`src/rtl/crypto_exec_if.sv`:
```
// Issue-side operand bus and register-file writeback port of the crypto execute unit.
interface crypto_exec_if #(
    parameter int unsigned DATA_W = 32,
    parameter int unsigned REG_AW = 5
) ();
    logic              in_valid;
    logic              in_ready;
    logic [2:0]        in_op;
    logic [DATA_W-1:0] in_a;
    logic [DATA_W-1:0] in_b;
    logic [REG_AW-1:0] in_dest;
    logic              flush;
    logic              busy;
    logic              wb_enable;
    logic [REG_AW-1:0] wb_reg;
    logic [DATA_W-1:0] wb_data;

    // Issue stage / register file side
    modport master (
        output in_valid, in_op, in_a, in_b, in_dest, flush,
        input  in_ready, busy, wb_enable, wb_reg, wb_data
    );

    // Execute unit side
    modport slave (
        input  in_valid, in_op, in_a, in_b, in_dest, flush,
        output in_ready, busy, wb_enable, wb_reg, wb_data
    );
endinterface

```
`src/rtl/crypto_exec_unit.sv`:
```
// Execute stage: single-cycle ALU/crypto ops plus a 32-cycle shift-add multiply,
// producing a registered writeback triple for the register file.
module crypto_exec_unit #(
    parameter int unsigned DATA_W = 32,
    parameter int unsigned REG_AW = 5
) (
    input logic          clk,
    input logic          rst_n,
    crypto_exec_if.slave bus
);
    localparam int unsigned CNT_W = 5;

    localparam logic [2:0] OP_ADD   = 3'd0;
    localparam logic [2:0] OP_SUB   = 3'd1;
    localparam logic [2:0] OP_XOR   = 3'd2;
    localparam logic [2:0] OP_AND   = 3'd3;
    localparam logic [2:0] OP_ROTL  = 3'd4;
    localparam logic [2:0] OP_ROTR  = 3'd5;
    localparam logic [2:0] OP_MUL   = 3'd6;
    localparam logic [2:0] OP_BSWAP = 3'd7;

    typedef enum logic {IDLE = 1'b0, MUL = 1'b1} state_t;

    state_t            state, state_d;
    logic [DATA_W-1:0] mcand, mcand_d;
    logic [DATA_W-1:0] mplier, mplier_d;
    logic [DATA_W-1:0] acc, acc_d;
    logic [CNT_W-1:0]  cnt, cnt_d;
    logic [REG_AW-1:0] dest, dest_d;
    logic              wb_enable_d;
    logic [REG_AW-1:0] wb_reg_d;
    logic [DATA_W-1:0] wb_data_d;

    logic              accept;
    logic              mul_last;
    logic [DATA_W-1:0] alu_res;
    logic [DATA_W-1:0] acc_sum;
    logic [2*DATA_W-1:0] rotl_wide, rotr_wide;

    // Handshake: ready whenever no multiply runs and no flush blocks the slot
    assign bus.in_ready = (state == IDLE) && !bus.flush;
    assign bus.busy     = (state == MUL);
    assign accept       = bus.in_valid && bus.in_ready;
    assign mul_last     = (cnt == CNT_W'(31));
    assign acc_sum      = acc + (mplier[0] ? mcand : '0);

    // Single-cycle result; rotates via a doubled operand so amount 0 needs no special case
    always_comb begin
        rotl_wide = {bus.in_a, bus.in_a} << bus.in_b[4:0];
        rotr_wide = {bus.in_a, bus.in_a} >> bus.in_b[4:0];
        alu_res   = '0;
        case (bus.in_op)
            OP_ADD:   alu_res = bus.in_a + bus.in_b;
            OP_SUB:   alu_res = bus.in_a - bus.in_b;
            OP_XOR:   alu_res = bus.in_a ^ bus.in_b;
            OP_AND:   alu_res = bus.in_a & bus.in_b;
            OP_ROTL:  alu_res = rotl_wide[2*DATA_W-1:DATA_W];
            OP_ROTR:  alu_res = rotr_wide[DATA_W-1:0];
            OP_BSWAP: alu_res = {bus.in_a[7:0], bus.in_a[15:8],
                                 bus.in_a[23:16], bus.in_a[31:24]};
            default:  alu_res = '0;
        endcase
    end

    // State register
    always_ff @(posedge clk or negedge rst_n) begin
        if (!rst_n) state <= IDLE;
        else        state <= state_d;
    end

    // Next-state: enter MUL on a multiply accept, leave on flush or the 32nd step
    always_comb begin
        state_d = state;
        case (state)
            IDLE: if (accept && (bus.in_op == OP_MUL)) state_d = MUL;
            MUL:  if (bus.flush || mul_last)           state_d = IDLE;
            default: state_d = IDLE;
        endcase
    end

    // Output/datapath next values; writeback strobe defaults low, data/reg hold
    always_comb begin
        wb_enable_d = 1'b0;
        wb_reg_d    = bus.wb_reg;
        wb_data_d   = bus.wb_data;
        mcand_d     = mcand;
        mplier_d    = mplier;
        acc_d       = acc;
        cnt_d       = cnt;
        dest_d      = dest;
        case (state)
            IDLE: begin
                if (accept) begin
                    if (bus.in_op == OP_MUL) begin
                        mcand_d  = bus.in_a;
                        mplier_d = bus.in_b;
                        acc_d    = '0;
                        cnt_d    = '0;
                        dest_d   = bus.in_dest;
                    end else begin
                        wb_enable_d = (bus.in_dest != '0);
                        wb_reg_d    = bus.in_dest;
                        wb_data_d   = alu_res;
                    end
                end
            end
            MUL: begin
                acc_d    = acc_sum;
                mcand_d  = mcand << 1;
                mplier_d = mplier >> 1;
                cnt_d    = CNT_W'(cnt + CNT_W'(1));
                if (!bus.flush && mul_last) begin
                    wb_enable_d = (dest != '0);
                    wb_reg_d    = dest;
                    wb_data_d   = acc_sum;
                end
            end
            default: ;
        endcase
    end

    // Datapath and writeback registers
    always_ff @(posedge clk or negedge rst_n) begin
        if (!rst_n) begin
            mcand         <= '0;
            mplier        <= '0;
            acc           <= '0;
            cnt           <= '0;
            dest          <= '0;
            bus.wb_enable <= 1'b0;
            bus.wb_reg    <= '0;
            bus.wb_data   <= '0;
        end else begin
            mcand         <= mcand_d;
            mplier        <= mplier_d;
            acc           <= acc_d;
            cnt           <= cnt_d;
            dest          <= dest_d;
            bus.wb_enable <= wb_enable_d;
            bus.wb_reg    <= wb_reg_d;
            bus.wb_data   <= wb_data_d;
        end
    end
endmodule

```
`src/flat_wrapper.sv`:
```
// flat-port wrapper written by rule: the top's interface ports become plain ports
module crypto_exec_unit_flat 
#(
    parameter int unsigned DATA_W = 32,
    parameter int unsigned REG_AW = 5
)
  (clk, rst_n, bus_in_valid, bus_in_op, bus_in_a, bus_in_b, bus_in_dest, bus_flush, bus_in_ready, bus_busy, bus_wb_enable, bus_wb_reg, bus_wb_data);
  crypto_exec_if #(.DATA_W(DATA_W), .REG_AW(REG_AW)) bus_i ();
  input logic clk;
  input logic rst_n;
  input wire logic [$bits(bus_i.in_valid)-1:0] bus_in_valid;
  input wire logic [$bits(bus_i.in_op)-1:0] bus_in_op;
  input wire logic [$bits(bus_i.in_a)-1:0] bus_in_a;
  input wire logic [$bits(bus_i.in_b)-1:0] bus_in_b;
  input wire logic [$bits(bus_i.in_dest)-1:0] bus_in_dest;
  input wire logic [$bits(bus_i.flush)-1:0] bus_flush;
  output wire logic [$bits(bus_i.in_ready)-1:0] bus_in_ready;
  output wire logic [$bits(bus_i.busy)-1:0] bus_busy;
  output wire logic [$bits(bus_i.wb_enable)-1:0] bus_wb_enable;
  output wire logic [$bits(bus_i.wb_reg)-1:0] bus_wb_reg;
  output wire logic [$bits(bus_i.wb_data)-1:0] bus_wb_data;
  assign bus_i.in_valid = bus_in_valid;
  assign bus_i.in_op = bus_in_op;
  assign bus_i.in_a = bus_in_a;
  assign bus_i.in_b = bus_in_b;
  assign bus_i.in_dest = bus_in_dest;
  assign bus_i.flush = bus_flush;
  assign bus_in_ready = bus_i.in_ready;
  assign bus_busy = bus_i.busy;
  assign bus_wb_enable = bus_i.wb_enable;
  assign bus_wb_reg = bus_i.wb_reg;
  assign bus_wb_data = bus_i.wb_data;
  crypto_exec_unit #(.DATA_W(DATA_W), .REG_AW(REG_AW)) u_core (.clk(clk), .rst_n(rst_n), .bus(bus_i));
endmodule
```
`config.mk`:
```
export PLATFORM = sky130hd
export DESIGN_NAME = crypto_exec_unit_flat
export DESIGN_NICKNAME = d
export VERILOG_FILES = /design/src/rtl/crypto_exec_if.sv /design/src/rtl/crypto_exec_unit.sv /design/src/flat_wrapper.sv
export SDC_FILE = /design/constraint.sdc
export NUM_CORES = 1
export LEC_CHECK = 0
export ABC_CLOCK_PERIOD_IN_PS = 4100
export BUFFER_PORTS_ARGS = -buffer_cell sky130_fd_sc_hd__buf_2
export CORE_UTILIZATION = 42
export DETAILED_ROUTE_END_ITERATION = 7
export SKIP_LAST_GASP = 1
export SYNTH_ARGS = -nofsm -noshare
export SYNTH_HDL_FRONTEND = slang
export SYNTH_SLANG_ARGS = --single-unit
```
`constraint.sdc`:
```
create_clock -name clk -period 4.1 [get_ports clk]
set_input_delay 0.82 -clock clk [delete_from_list [all_inputs] [get_ports clk]]
set_output_delay 0.82 -clock clk [all_outputs]
set_load 0.05 [all_outputs]
```
### Word-level counts from Yosys, hierarchy flattened

Index checks and enable logic that the tools add are counted.

* register bits after elaboration: 145
* word-level logic and storage cells: 71
* output and inout port bits: 40
* input bits: 76

* $add $sub $neg: 4
* reductions and logical operators: 12
* shift operators: 2
* multiplexer cells: 29
* bitwise gates (word level): 3
* eq/ne operators: 12

Operators with widths (number)
* 32-bit 2-to-1 mux: 10
* 32-bit case mux with 2 select lines: 4
* 32-bit case mux with 7 select lines: 1
* 32-bit adder: 2
* 64-bit by 5-bit << shifter with 64-bit output: 1
* 64-bit by 5-bit >> shifter with 32-bit output: 1
* 32-bit bitwise AND: 1
* 32-bit subtractor: 1
* 32-bit XOR: 1
* 5-bit 2-to-1 mux: 5
* 5-bit case mux with 2 select lines: 2
* 3-bit == test, second input constant: 4
* 5-bit nonzero test: 2
* 3-bit by 2-bit == test with 1-bit output, second input constant: 2
* 2-bit inequality test, second input constant: 3
* 3-bit AND reduction: 2
* 5-bit by 1-bit adder with 5-bit output, second input constant: 1
* 5-bit == test, second input constant: 1
* 1-bit 2-to-1 mux: 5
* 1-bit logical AND: 4
* 1-bit case mux with 2 select lines: 2
* 3-bit by 1-bit == test with 1-bit output, second input constant: 1
* 3-bit zero test: 1
* 2-bit by 1-bit inequality test with 1-bit output, second input constant: 1
* other kinds (4): 4

### Longest topological paths before layout

Gate-level depths: netlist (run 1).

* depth after elaboration: 6
* gate-level depth with buffers: 21
* depth with buffers taken out: 17

### Worst setup path before layout (run 1)

No wires, ideal clock.

* kind: input to register
* from: input bus_in_b[1]
* to: register u_core.bus.wb_data[29]
* required time: 3972 ps
* setup time: 128 ps
* path buffers: 4
* cell stages on the path: 20
* arrival: 5079 ps
* path slack: -1106 ps
* cell sequence: buf_2 > inv_1 > clkbuf_1 > clkbuf_1 > ha_1 > nand3_1 > or4_1 > nor3b_1 > nor2_1 > xnor2_1 > ha_1 > clkbuf_1 > a21o_1 > a31o_2 > o211a_1 > a21boi_0 > o21ai_1 > a221oi_1 > xor2_1 > o22ai_1

* longest elaborated chain between the ends: 5
* elaborated cells between the ends (all ways): 8

RTL lines
* start: declaration: line flat_wrapper.sv:14 `input wire logic [$bits(bus_i.in_b)-1:0] bus_in_b;`
* 32-bit subtractor, or another cell as far along: line crypto_exec_unit.sv:54 `OP_SUB: alu_res = bus.in_a - bus.in_b;`
* 32-bit case mux with 7 select lines (*): line crypto_exec_unit.sv:52 `case (bus.in_op)`
* 32-bit 2-to-1 mux (*): line crypto_exec_unit.sv:94 `if (bus.in_op == OP_MUL) begin`
* 32-bit 2-to-1 mux (*): line crypto_exec_unit.sv:93 `if (accept) begin`
* 32-bit case mux with 2 select lines (*): line crypto_exec_unit.sv:91 `case (state)`
* end signal: assignment: line crypto_exec_unit.sv:141 `bus.wb_data <= wb_data_d;`
* end: declaration: line crypto_exec_if.sv:27 `output in_ready, busy, wb_enable, wb_reg, wb_data`

Mark *: on every way between the ends. The rest lies on a longest branch, timed or not. The select of a mux whose other input is x is not followed.
A chain may end at the register's enable or synchronous reset.

### Worst setup path after layout (run 1)

* from: input bus_in_b[1]
* to: register u_core.bus.wb_data[31]

The elaborated chain is that of the path after synthesis.

==> results.py, run 1 <==
metrics = {
    "status": {
        "status": "finished clean",
    },
    "finish": {
        "post_route_cells_drive_above_1_share": 0.259,
        "area.growth.synth_to_final_pct": 20.1,
        "final_nets": 2279,
        "post_layout_nonfiller_instances": 2586,
    },
    "synthesis": {
        "top_post_synthesis_cells_by_area": "sky130_fd_sc_hd__dfrtp_1, sky130_fd_sc_hd__mux4_2, sky130_fd_sc_hd__mux2i_1",
        "ys.warnings.count": 0,
        "synth.lib_cells_used.distinct": 77,
        "yosysTopAreaCell": "sky130_fd_sc_hd__dfrtp_1",
        "synth_top_cells_by_count": "sky130_fd_sc_hd__nor2_1, sky130_fd_sc_hd__nand2_1, sky130_fd_sc_hd__dfrtp_1",
        "synth-async-reset-ratio": 1.00,
        "synth_enable_flop_cells": 0,
        "synth_area_um2": 15700,
        "ys_seq_area_frac": 0.231,
        "synth.ff_latch_count": 145,
        "syn_nets": 2061,
        "synthMostInstantiatedCell": "sky130_fd_sc_hd__nor2_1",
        "yosys.area.top_type_share": 0.231,
        "post_synth.cell_area_avg_um2": 8.33,
        "yosys_most_used_dff": "sky130_fd_sc_hd__dfrtp_1",
        "postSynthCellCount": 1886,
    },
    "global_route": {
        "antenna_found_initial": 0,
        "globalRouteTotalUtil": 0.325,
        "grt_overflow": 0,
        "grt_max_degree": 71,
        "grt_pass1_wl_um": 92900,
        "number_of_global_route_vias_before_repair": 15200,
    },
    "sta": {
        "hold_ws_ns": 0.359,
        "setup_viol": 0,
        "finalMaxSlewViolations": 0,
        "final_period_util": 0.973,
        "final_critical_path_setup_slack_ns": 0.110,
        "worst_pin_slew_ns": 0.958,
        "clock-skew-final_ns": 0.0138,
        "hold_violations": 0,
        "rsz_0062_raised_after_global_routing": "yes",
        "layout_min_cycle_time_ns": 3.99,
        "timing.fmax_mhz": 251,
        "slew_headroom": 0.361,
    },
    "pwr": {
        "power.ir.vdd_worst_v": 0.000290,
        "netSwitchingFraction": 0.434,
        "power.internal_uw": 4330,
        "seqPwrFrac": 0.290,
        "power.leakage_uw": 0.00888,
        "p_comb_frac": 0.496,
        "power-per-cell-area_nw_per_um2": 405,
        "p_sw_uw": 3320,
        "p_clk_frac": 0.214,
    },
    "setup_path": {
        "critPathSlowestCell": "sky130_fd_sc_hd__or4_4",
        "worstSetupStartpointType": "input pin",
        "worst_setup_path_end_kind": "register",
        "crit_path_frequent_cell": "sky130_fd_sc_hd__buf_4",
        "critical_path.max_stage_delay_ns": 0.53,
        "crit_path_max_fanout": 4,
        "worst-endpoint-arrival_ns": 4.31,
        "critical_path_required_ns": 4.42,
        "crit_path_cell_trace": "buf_4 -> inv_4 -> ha_4 -> nand3_4 -> or4_4 -> buf_4 -> o31ai_2 -> xor2_1 -> ha_1 -> o21ai_1 -> a21oi_2 -> o21a_1 -> o211a_1 -> nand2_1 -> a311oi_2 -> a21oi_1 -> mux2i_1 -> a311o_1",
        "timing.setup.critical_path_class": "in -> reg",
    },
    "clock_network": {
        "worst_skew_pair.late_latency_ns": 0.44,
        "clk_transition_reported_paths_ns": 0.07,
        "cts_max_level": 4,
        "tritoncts_clock_tree": "yes",
        "cts_root_cell": "sky130_fd_sc_hd__clkbuf_16",
        "cts_inserted_buffers": 17,
        "clock_sink_count": 145,
        "max-clock-path-buffers": 2,
        "postCtsHoldBufs": 0,
    },
    "route": {
        "wl_met2_um": 27400,
        "drt.antenna.violating_nets": 0,
        "top_signal_layer_used": "met4",
        "vias_per_cell": 6.14,
        "dr.pass1.iters": 5,
        "met3_wirelength_from_detailed_routing_um": 4500,
        "met1Wirelength_um": 26400,
        "vias": 15900,
        "aggregate_routed_wire_length_um": 61400,
        "detail_route.wl_per_cell_um": 23.7,
        "dr_iter_0_viols": 1338,
        "detail_route.drc_violations": 0,
    },
    "floorplan": {
        "die-area_um2": 38200,
        "number_of_rows_in_the_core_area": 70,
        "start_util": 0.428,
        "dieWidth_um": 195,
        "core_um2": 36700,
        "top_level_ports": 116,
        "die_height_um": 195,
    },
    "place": {
        "place_inst": 2545,
        "gp_routability_congestion": 0.974,
        "dp_slack_ns": -0.465,
        "dp_hpwl_um": 45300,
        "port_buffers": 115,
    },
    "run": {
        "cap_viol_max_count": 0,
    },
    "worst_hold_path": {
        "hold_path.class": "in -> async",
    },
}
metal layers:
metal,up-vias,global-route usage
li1,7357,-
met1,7663,0.438
met2,708,0.506
met3,147,0.0506
met4,0,0.161
met5,-,0
cells by family after synthesis:
family / share of synthesized area
xor gates and xnor gates: 0.0407
and+or+nand+nor: 0.172
DFF: 0.231
AOI/OAI and AO/OA: 0.221
adders and majority gates: 0.0798
muxes: 0.213
buffers and inverters: 0.0428
layout by cell type (no fill, tap or decap), types with 21 or more instances in the layout:
| master | count |
|---|---|
| sky130_fd_sc_hd__ha_1 | 95 |
| sky130_fd_sc_hd__mux2i_1 | 137 |
| sky130_fd_sc_hd__nand3_1 | 23 |
| sky130_fd_sc_hd__mux4_2 | 62 |
| sky130_fd_sc_hd__a21oi_1 | 131 |
| sky130_fd_sc_hd__a21o_1 | 32 |
| sky130_fd_sc_hd__dfrtp_1 | 144 |
| sky130_fd_sc_hd__nor2_1 | 225 |
| sky130_fd_sc_hd__xnor2_1 | 42 |
| sky130_fd_sc_hd__and2_1 | 50 |
| sky130_fd_sc_hd__a22o_1 | 41 |
| sky130_fd_sc_hd__buf_4 | 220 |
| sky130_fd_sc_hd__xor2_1 | 31 |
| sky130_fd_sc_hd__inv_1 | 24 |
| sky130_fd_sc_hd__nand2_1 | 221 |
| sky130_fd_sc_hd__o21ai_0 | 135 |
| sky130_fd_sc_hd__a211oi_1 | 21 |
| sky130_fd_sc_hd__mux2_2 | 50 |
| sky130_fd_sc_hd__buf_2 | 112 |
critical path, delay by kind of cell:
kind,cells,cell delay (ns)
adders and majority gates,2,0.53
xor gates and xnor gates,1,0.10
AOI/OAI and AO/OA,8,1.66
buffers and inverters,3,0.36
and+or+nand+nor,3,0.68
muxes,1,0.15
metrics by stage:
step                      TNS, ns  power [µW]   util  area (µm²)
after floorplan             -1.57        4680      -       15900
after global placement      -6.63        5850  0.493       18100
after detailed placement    -7.09        5930  0.493       18100
after CTS                       0        7590  0.509       18700
after global routing       -0.110        8130  0.514       18900
final                           0        7650  0.514       18900
layout make-up:
| class | instances | area (µm²) |
|---|---|---|
| fill | 3474 | 17800 |
| multi-input combinational | 1572 | 11600 |
| sequential | 145 | 3630 |
| timing repair buffer | 339 | 2310 |
| tap | 468 | 586 |
| clock buffer | 18 | 429 |
| clock inverter | 14 | 168 |
| inverter | 29 | 111 |
| antenna | 1 | 2.50 |
path summary, 6_finish.rpt:
| path | slack [ns] | cells after the start | endpoint | startpoint |
|---|---|---|---|---|
| setup / recovery | 0.11 | 18 | u_core.bus.wb_data[31] | bus_in_b[1] |
| hold / removal | 0.36 | 1 | u_core.mcand[12] | rst_n |
| setup reg to reg | 0.30 | 12 | u_core.bus.wb_data[31] | u_core.mplier[0] |
| hold reg to reg | 0.46 | 2 | u_core.bus.wb_data[13] | u_core.bus.wb_data[13] |
| max in group asynchronous | 2.87 | 2 | u_core.acc[21] | rst_n |
| min in group clk | 0.46 | 2 | u_core.bus.wb_data[13] | u_core.bus.wb_data[13] |
repair_timing:
item,in CTS,in global routing
resized for setup,2,31
pin swaps,0,25
setup endpoints to repair,6,17
buffers inserted,0,8
power groups by stage:
| stage | registers [µW] | clock network [µW] | logic [µW] |
|---|---|---|---|
| CTS | 2210 | 1660 | 3720 |
| global route | 2280 | 1720 | 4130 |
| floorplan | 2420 | 0 | 2260 |
| global placement | 2220 | 0 | 3640 |
| finish | 2220 | 1640 | 3800 |
| detailed placement | 2230 | 0 | 3710 |
(Power assumes the default switching activity.)
==> run 2: changes to the inputs <==
Settings changed: BUFFER_PORTS_ARGS -buffer_cell sky130_fd_sc_hd__buf_2 to not set, DONT_BUFFER_PORTS set to 1.
==> run 2 against run 1 <==
Against the previous run:
- sequential power rose by 14%
- first-iteration DRC count rose by 10%
- critical path type unchanged
- critical endpoint is now u_core.bus.wb_data[12]
- design area fell by 7.7%
- combinational power fell by 22%
- setup slack improved by 0.039 ns
==> results.py, run 2 (synthesis results as in run 1) <==
metrics = {
    "status": {
        "status": "finished clean",
    },
    "setup_path": {
        "critical_path.reg2reg.startpoint": "u_core.mplier[0]",
        "crit_path_max_fanout": 66,
        "worst-endpoint-arrival_ns": 4.32,
        "regToRegEndpoint": "u_core.bus.wb_data[30]",
        "setup.reg_to_reg.worst_slack_ns": 0.32,
        "timing.setup.critical_path_class": "in -> reg",
        "worstSetupStartpointType": "input pin",
        "critical_path_required_ns": 4.46,
        "worst_setup_path_end_kind": "register",
        "timing.reg2reg.worst_path_depth": 12,
    },
    "place": {
        "gp_routability_congestion": 1.02,
        "dp_hpwl_um": 42300,
        "port_buffers": 0,
    },
    "floorplan": {
        "number_of_rows_in_the_core_area": 70,
        "die_height_um": 195,
        "start_util": 0.428,
        "core_um2": 36700,
        "dieWidth_um": 195,
        "top_level_ports": 116,
        "die-area_um2": 38200,
    },
    "pwr": {
        "power.ir.vdd_worst_v": 0.000330,
        "power-per-cell-area_nw_per_um2": 405,
        "power.leakage_uw": 0.00792,
    },
    "route": {
        "dr_iter_0_viols": 1478,
        "detail_route.drc_violations": 0,
        "met3_wirelength_from_detailed_routing_um": 4820,
        "aggregate_routed_wire_length_um": 58800,
        "met1Wirelength_um": 25000,
        "drt.antenna.violating_nets": 0,
        "vias_per_cell": 6.37,
        "dr.pass1.iters": 6,
        "wl_met2_um": 25900,
        "detail_route.wl_per_cell_um": 24.8,
        "top_signal_layer_used": "met5",
        "vias": 15100,
    },
    "sta": {
        "layout_min_cycle_time_ns": 3.95,
        "tns_ns": 0,
        "final_period_util": 0.964,
        "slew_headroom": 0.192,
        "worst_pin_slew_ns": 1.21,
        "rsz_0062_raised_after_global_routing": "no",
        "clock-skew-final_ns": 0.00729,
        "setup_viol": 0,
        "hold_ws_ns": 0.0619,
        "timing.fmax_mhz": 253,
        "hold_violations": 0,
        "finalMaxSlewViolations": 0,
    },
    "finish": {
        "final.fill_count": 3520,
        "layout.cells.most_common_list": "sky130_fd_sc_hd__nor2_1, sky130_fd_sc_hd__nand2_1, sky130_fd_sc_hd__dfrtp_1",
        "post_route_cells_drive_above_1_share": 0.167,
        "multi_input_comb_area_um2": 11600,
        "layout.cells.most_common": "sky130_fd_sc_hd__nor2_1",
        "area.growth.synth_to_final_pct": 10.9,
        "finish.utilization": 0.475,
        "seqCellArea_um2": 3630,
        "final_nets": 2063,
        "diodes": 0,
    },
    "global_route": {
        "globalRouteTotalUtil": 0.310,
        "grt_overflow": 0,
        "grt_pass1_wl_um": 89300,
        "grt_max_degree": 146,
        "number_of_global_route_vias_before_repair": 14600,
        "antenna_found_initial": 2,
    },
    "clock_network": {
        "clock_sink_count": 145,
        "clk_transition_reported_paths_ns": 0.07,
        "worst_skew_pair.late_latency_ns": 0.44,
        "max-clock-path-buffers": 2,
        "cts_max_level": 4,
        "tritoncts_clock_tree": "yes",
        "cts_root_cell": "sky130_fd_sc_hd__clkbuf_16",
        "cts_inserted_buffers": 17,
    },
    "run": {
        "cap_viol_max_count": 0,
    },
    "worst_hold_path": {
        "hold_path.class": "in -> async",
    },
}
==> run 2: changes by cell type in the layout (fill, tap and decap cells not counted), sizes merged, moves of 2 or more <==
cell | previous run | this run
buf | 339 | 123
bufinv | 2 | 0
clkinv | 3 | 5
clkinvlp | 4 | 2
inv | 34 | 37
==> run 2: repair_timing <==
action,CTS,global route
resized for setup,0,8
setup buffers,0,1
endpoints found under the setup margin,0,10
hold buffers,0,0
==> run 2: critical path, stage by stage <==
cell	delay, ns
sky130_fd_sc_hd__inv_1	0.12
sky130_fd_sc_hd__ha_4	0.16
sky130_fd_sc_hd__nand3_2	0.08
sky130_fd_sc_hd__or4_4	0.56
sky130_fd_sc_hd__buf_12	0.15
sky130_fd_sc_hd__o31ai_1	0.23
sky130_fd_sc_hd__xor2_1	0.18
sky130_fd_sc_hd__ha_1	0.28
sky130_fd_sc_hd__buf_4	0.16
sky130_fd_sc_hd__nand3_1	0.08
sky130_fd_sc_hd__a21oi_1	0.05
sky130_fd_sc_hd__buf_4	0.16
sky130_fd_sc_hd__or2_2	0.30
sky130_fd_sc_hd__buf_4	0.13
sky130_fd_sc_hd__nor3_1	0.24
sky130_fd_sc_hd__buf_4	0.16
sky130_fd_sc_hd__o21ai_0	0.19
sky130_fd_sc_hd__a31oi_1	0.23
==> run 2: per-stage QoR <==
stage | std cells | setup slack, ns | power, µW | area, µm²
after detailed placement | 2336 | -0.288 | 5440 | 16800
final | 2369 | 0.149 | 7060 | 17400
after global placement | 2336 | -0.285 | 5370 | 16800
after CTS | 2368 | 0.140 | 7040 | 17400
after global routing | 2369 | 0.0105 | 7530 | 17400
after floorplan | 1886 | -0.302 | 4680 | 15900
==> run 2: area by class of cell <==
type | count | area share
Multi-Input combinational cell | 1572 | 0.664
Timing Repair Buffer | 123 | 0.0537
Clock inverter | 15 | 0.00926
Tap cell | 468 | 0.0336
Sequential cell | 145 | 0.208
Inverter | 29 | 0.00639
Clock buffer | 17 | 0.0244
==> run 2: layer usage <==
metal	track usage	up-vias
li1	-	6904
met1	0.417	7322
met2	0.474	716
met3	0.0509	137
met4	0.169	2
met5	0	-
==> run 2: worst max path at each step <==
stage,to,startpoint,cells after the start
finish,u_core.bus.wb_data[12],bus_in_b[0],18
global route,u_core.bus.wb_data[30],bus_in_b[0],18
CTS,u_core.bus.wb_data[25],bus_in_b[0],16
detailed placement,u_core.bus.wb_data[25],bus_in_b[0],16
global placement,u_core.bus.wb_data[25],bus_in_b[0],16
floorplan,u_core.bus.wb_data[23],bus_in_b[1],21
==> run 2: report_power, final <==
part	total [µW]	switching (µW)	internal, µW
clock network	1580	768	817
registers	2520	647	1880
logic	2960	1610	1350
